===== src/rtl/pipe_pkg.sv =====
// pipe_pkg: shared pipeline stage state encoding and per-boundary control constants
package pipe_pkg;
  typedef enum logic [1:0] {
    ST_EMPTY = 2'd0,
    ST_FULL  = 2'd1,
    ST_SKID  = 2'd2
  } stage_state_t;
  localparam int IF_ID_CTRL_W   = 1;
  localparam int ID_EX_CTRL_W   = 6;
  localparam int EX_MEM_CTRL_W  = 4;
  localparam int MEM_WB_CTRL_W  = 2;
  localparam int CTRL_REG_WRITE_BIT  = 1;
  localparam int CTRL_MEM_TO_REG_BIT = 0;
endpackage


===== src/rtl/pipe_entry_reg.sv =====
// pipe_entry_reg: one {ctrl, data} storage entry with load enable and synchronous clear
module pipe_entry_reg #(
  parameter int CTRL_WIDTH = 2,
  parameter int DATA_WIDTH = 32
) (
  input  logic                  clk,
  input  logic                  clear,
  input  logic                  load,
  input  logic [CTRL_WIDTH-1:0] d_ctrl,
  input  logic [DATA_WIDTH-1:0] d_data,
  output logic [CTRL_WIDTH-1:0] q_ctrl,
  output logic [DATA_WIDTH-1:0] q_data
);
  // clear wins over load so reset always leaves a zeroed entry
  always_ff @(posedge clk) begin
    if (clear) begin
      q_ctrl <= '0;
      q_data <= '0;
    end else if (load) begin
      q_ctrl <= d_ctrl;
      q_data <= d_data;
    end
  end
endmodule


===== src/rtl/pipe_stage_reg.sv =====
// pipe_stage_reg: valid/ready pipeline boundary register with flush and optional 2-entry skid buffer
module pipe_stage_reg
  import pipe_pkg::*;
#(
  parameter int CTRL_WIDTH = 2,
  parameter int DATA_WIDTH = 32,
  parameter int SKID       = 1
) (
  input  logic                  clk,
  input  logic                  reset,
  input  logic                  flush,
  input  logic                  in_valid,
  output logic                  in_ready,
  input  logic [CTRL_WIDTH-1:0] in_ctrl,
  input  logic [DATA_WIDTH-1:0] in_data,
  output logic                  out_valid,
  input  logic                  out_ready,
  output logic [CTRL_WIDTH-1:0] out_ctrl,
  output logic [DATA_WIDTH-1:0] out_data,
  output logic [1:0]            occupancy
);
  stage_state_t state, next_state;
  logic in_fire, head_load, skid_load;
  logic [CTRL_WIDTH-1:0] head_ctrl, skid_ctrl;
  logic [DATA_WIDTH-1:0] skid_data;
  assign in_fire = in_valid & in_ready;
  // next state and entry load enables; flush overrides every transfer
  always_comb begin
    next_state = state;
    head_load  = 1'b0;
    skid_load  = 1'b0;
    case (state)
      ST_EMPTY: if (in_fire) begin
        head_load  = 1'b1;
        next_state = ST_FULL;
      end
      ST_FULL: if (out_ready) begin
        head_load  = in_fire;
        next_state = in_fire ? ST_FULL : ST_EMPTY;
      end else if (in_fire) begin
        skid_load  = 1'b1;
        next_state = ST_SKID;
      end
      ST_SKID: if (out_ready) begin
        head_load  = 1'b1;
        next_state = ST_FULL;
      end
      default: next_state = ST_EMPTY;
    endcase
    if (flush) begin
      next_state = ST_EMPTY;
      head_load  = 1'b0;
      skid_load  = 1'b0;
    end
  end
  // state register; reset takes priority over flush
  always_ff @(posedge clk) begin
    state <= reset ? ST_EMPTY : next_state;
  end
  pipe_entry_reg #(.CTRL_WIDTH(CTRL_WIDTH), .DATA_WIDTH(DATA_WIDTH)) u_head (
    .clk   (clk),
    .clear (reset),
    .load  (head_load),
    .d_ctrl(state == ST_SKID ? skid_ctrl : in_ctrl),
    .d_data(state == ST_SKID ? skid_data : in_data),
    .q_ctrl(head_ctrl),
    .q_data(out_data)
  );
  generate
    if (SKID != 0) begin : g_skid
      logic in_ready_q;
      pipe_entry_reg #(.CTRL_WIDTH(CTRL_WIDTH), .DATA_WIDTH(DATA_WIDTH)) u_skid (
        .clk   (clk),
        .clear (reset),
        .load  (skid_load),
        .d_ctrl(in_ctrl),
        .d_data(in_data),
        .q_ctrl(skid_ctrl),
        .q_data(skid_data)
      );
      // registered ready keeps out_ready off the upstream ready path
      always_ff @(posedge clk) begin
        in_ready_q <= reset ? 1'b1 : (next_state != ST_SKID);
      end
      assign in_ready = in_ready_q;
    end else begin : g_noskid
      assign skid_ctrl = '0;
      assign skid_data = '0;
      assign in_ready  = (state == ST_EMPTY) | out_ready;
    end
  endgenerate
  assign out_valid = state != ST_EMPTY;
  assign occupancy = state;
  assign out_ctrl  = head_ctrl & {CTRL_WIDTH{out_valid}};
endmodule

===== config.mk =====
export PLATFORM = sky130hd
export DESIGN_NAME = pipe_stage_reg
export DESIGN_NICKNAME = d
export VERILOG_FILES = /design/src/rtl/pipe_pkg.sv /design/src/rtl/pipe_entry_reg.sv /design/src/rtl/pipe_stage_reg.sv
export SDC_FILE = /design/constraint.sdc
export NUM_CORES = 1
export LEC_CHECK = 0
export BUFFER_PORTS_ARGS = -buffer_cell sky130_fd_sc_hd__buf_2
export CORE_ASPECT_RATIO = 0.7
export CORE_MARGIN = 1.5
export CORE_UTILIZATION = 50
export DETAILED_ROUTE_END_ITERATION = 6
export GPL_TIMING_DRIVEN = 1
export PLACE_DENSITY = 0.81
export REMOVE_ABC_BUFFERS = 1
export SKIP_LAST_GASP = 1
export SLEW_MARGIN = 20
export SYNTH_ARGS = -nofsm -noshare
export SYNTH_HDL_FRONTEND = slang
export SYNTH_SLANG_ARGS = --single-unit

===== constraint.sdc =====
create_clock -name clk -period 3.1 [get_ports clk]
set_input_delay 0.465 -clock clk [delete_from_list [all_inputs] [get_ports clk]]
set_output_delay 0.465 -clock clk [all_outputs]
set_load 0.02 [all_outputs]

==> flow_summary.json <==
{
  "crit_path_cell_trace": "or2_2 > and2_1 > buf_2",
  "static-leakage-power_nw": 1.62,
  "port-buffer-count": 76,
  "max-cap-violations": 0,
  "r2r_cells": 5,
  "place_ws_ns": 1.14,
  "cp_top_family": "simple AND/OR/NAND/NOR gates",
  "detail_route.wl_per_cell_um": 13.6,
  "grt_pass1_wl_um": 10200,
  "setup_tns_ns": 0,
  "rsz_0062_raised_after_global_routing": "no",
  "synth_largest_type_area_fraction_pct": 46.2,
  "post_cts_gate_resize_count": 0,
  "postSynthCellCount": 321,
  "fillers": 506,
  "multiInputGateArea_um2": 1490,
  "dp.cells": 450,
  "effective_utilization_at_floorplan_pct": 52.6,
  "clock_tree_from_tritoncts": "yes",
  "r2r_setup_slack_ns": 1.38,
  "grt_max_degree": 69,
  "worst_clock_skew_ns": 0.00314,
  "tritoncts_num_sinks": 71,
  "place.gp.congestion": 0.746,
  "cts_buffer_depth": 2,
  "max_freq_ghz": 0.544,
  "reg2reg_to": "g_skid.u_skid.q_data[5]",
  "chipWidth_um": 96.7,
  "critical_path.endpoint_type": "output pin",
  "period_minus_slack_ns": 1.84,
  "post-route-drc-count": 0,
  "slowest_stage": "sky130_fd_sc_hd__dfxtp_1",
  "globalRouteTotalUtil_pct": 19.6,
  "run_status": "finished clean",
  "worst-path-buf-inv": 1,
  "drt_iter0_markers": 109,
  "syn-cell-area_um2": 3070,
  "final_antenna_net_count": 0,
  "clkTransAtPathRegs_ns": 0.07,
  "postSynthAreaPerCell_um2": 9.58,
  "finalWirelength_um": 6330,
  "worst_setup_path_start_kind": "register",
  "antennaDiodeCount": 0,
  "routed_via_density": 5.19,
  "postCtsHoldBufs": 0,
  "final_common_cell": "sky130_fd_sc_hd__buf_2",
  "worst_hold_path_type": "input port to register",
  "path_max_fanout": 8,
  "hold_viol_final": 0,
  "cts_htree_levels": 3,
  "final-setup-viol-count": 0,
  "floorplan.die_area_um2": 6640,
  "finalNonFillerCells": 465,
  "final.period_utilization_pct": 59.2,
  "total_power_w": 0.00187,
  "worstPathArrival_ns": 1.37,
  "required_ns": 2.63,
  "yosysWarnings": 0,
  "critPathKind": "register to output pin",
  "unique_cell_type_count_in_the_yosys_netlist": 26,
  "initial_antenna_violation_count": 0,
  "placement_rows": 23,
  "worst_min_path_start": "in_data[18]",
  "cts_setup_buffers": 0,
  "drive_gt1_share_pct": 33.6,
  "io_pins": 77,
  "mostFrequentLayoutCells": "sky130_fd_sc_hd__buf_2, sky130_fd_sc_hd__dfxtp_1, sky130_fd_sc_hd__nand2_1",
  "grt_pass1_vias": 2135,
  "drv_slew": 0,
  "worst_pin_slew_ns": 0.641,
  "cts_root_buf": "sky130_fd_sc_hd__clkbuf_8",
  "vias": 2412,
  "design.final.nets": 425,
  "insertion_delay_ns": 0.34,
  "min_to": "g_skid.u_skid.q_data[18]",
  "worstReg2RegStart": "occupancy[0]",
  "powerDensity_nw_per_um2": 519,
  "post-synth-top-area-cell": "sky130_fd_sc_hd__dfxtp_1",
  "final-seq-area_um2": 1420,
  "slew_headroom_pct": 57.3,
  "core_um2": 5840,
  "hpwl_um": 4180,
  "synth-seq-area-share_pct": 46.2,
  "relative_area_change_from_synthesis_to_final_layout_pct": 16.9,
  "cp_slowest_stage_delay_ns": 0.41,
  "ys_ff_latch": 71,
  "timing.final.ws_setup_ns": 1.26,
  "holdPathStages": 3,
  "globalRouteOverflowTotal": 0,
  "netlist_top_cells_area": "sky130_fd_sc_hd__dfxtp_1, sky130_fd_sc_hd__a211oi_2, sky130_fd_sc_hd__mux2i_1",
  "finish.utilization_pct": 61.5,
  "fp.dieH_um": 68.6,
  "worst_ir_drop_vdd_mv": 0.253,
  "detailedRoute.firstPassIterationCount": 4,
  "tritoncts.num_buffers": 9
}
## cells by family after synthesis
family,count (synthesis),synth area share (%)
buffers and inverters,26,5.74
AO/OA/AOI/OAI,71,20.6
multiplexers,34,11.1
AND/OR/NAND/NOR,119,16.4
flip-flops,71,46.2
## worst register-to-register path: stages (launching register included)
cell and delay (ns):
sky130_fd_sc_hd__dfxtp_1 0.46, sky130_fd_sc_hd__nor4b_2 0.27, sky130_fd_sc_hd__nor2b_2 0.32, sky130_fd_sc_hd__buf_4 0.36
sky130_fd_sc_hd__nand2_1 0.12, sky130_fd_sc_hd__a21oi_1 0.13
## worst max path at each step
stage	to	cells after the start	start
after CTS	u_head.q_data[2]	3	occupancy[0]
after floorplan	in_ready	4	occupancy[0]
after global routing	out_ctrl[1]	3	occupancy[1]
after global placement	u_head.q_data[2]	3	occupancy[0]
after detailed placement	u_head.q_data[2]	3	occupancy[0]
final	out_ctrl[0]	3	occupancy[1]
## power breakdown
group | internal [W] | switching (W)
clock network | 0.000308 | 0.000309
registers | 0.000954 | 0.0000217
logic | 0.000104 | 0.000169
total | 0.00137 | 0.000500
## synthesized netlist by cell type (all sizes together)
cell	number
a211oi	34
a21oi	34
a311oi	1
a31oi	1
and2	2
and3b	1
buf	13
clkbuf	13
dfxtp	71
mux2i	34
nand2	69
nand2b	1
nand3	1
nand3b	1
nand4b	1
nand4bb	1
nor2	37
nor2b	1
nor3	1
nor4b	1
o21bai	1
or2	2
## routing by layer
layer	GRT usage [%]	share of wire, %
met5	0	0
met4	6.34	0.84
met3	7.96	7.4
met2	30.4	44
met1	25.3	48
## stage by stage
| stage | area (um^2) | hold WS, ns |
|---|---|---|
| 4_1_cts | 3590 | 0.355 |
| 6_report | 3590 | 0.371 |
| 3_3_place_gp | 3430 | 0.441 |
| 3_5_place_dp | 3430 | 0.446 |
| 2_1_floorplan | 2900 | 0.430 |
| 5_1_grt | 3590 | 0.361 |
## state kept, by name, summed over array words and instances (netlist names)
register,cells
g_skid.u_skid.q_ctrl,2
g_skid.u_skid.q_data,32
in_ready,1
occupancy,2
u_head.q_ctrl,2
u_head.q_data,32
## cell type report
type,instances,share of cell area (%)
multi-input cells,224,41.4
flip-flops and latches,71,39.5
repair buffers,80,12.1
clock buffers,14,4.25
well taps,75,2.61
clock inverters,1,0.139
No activity file was read; power rests on OpenSTA's default activity.
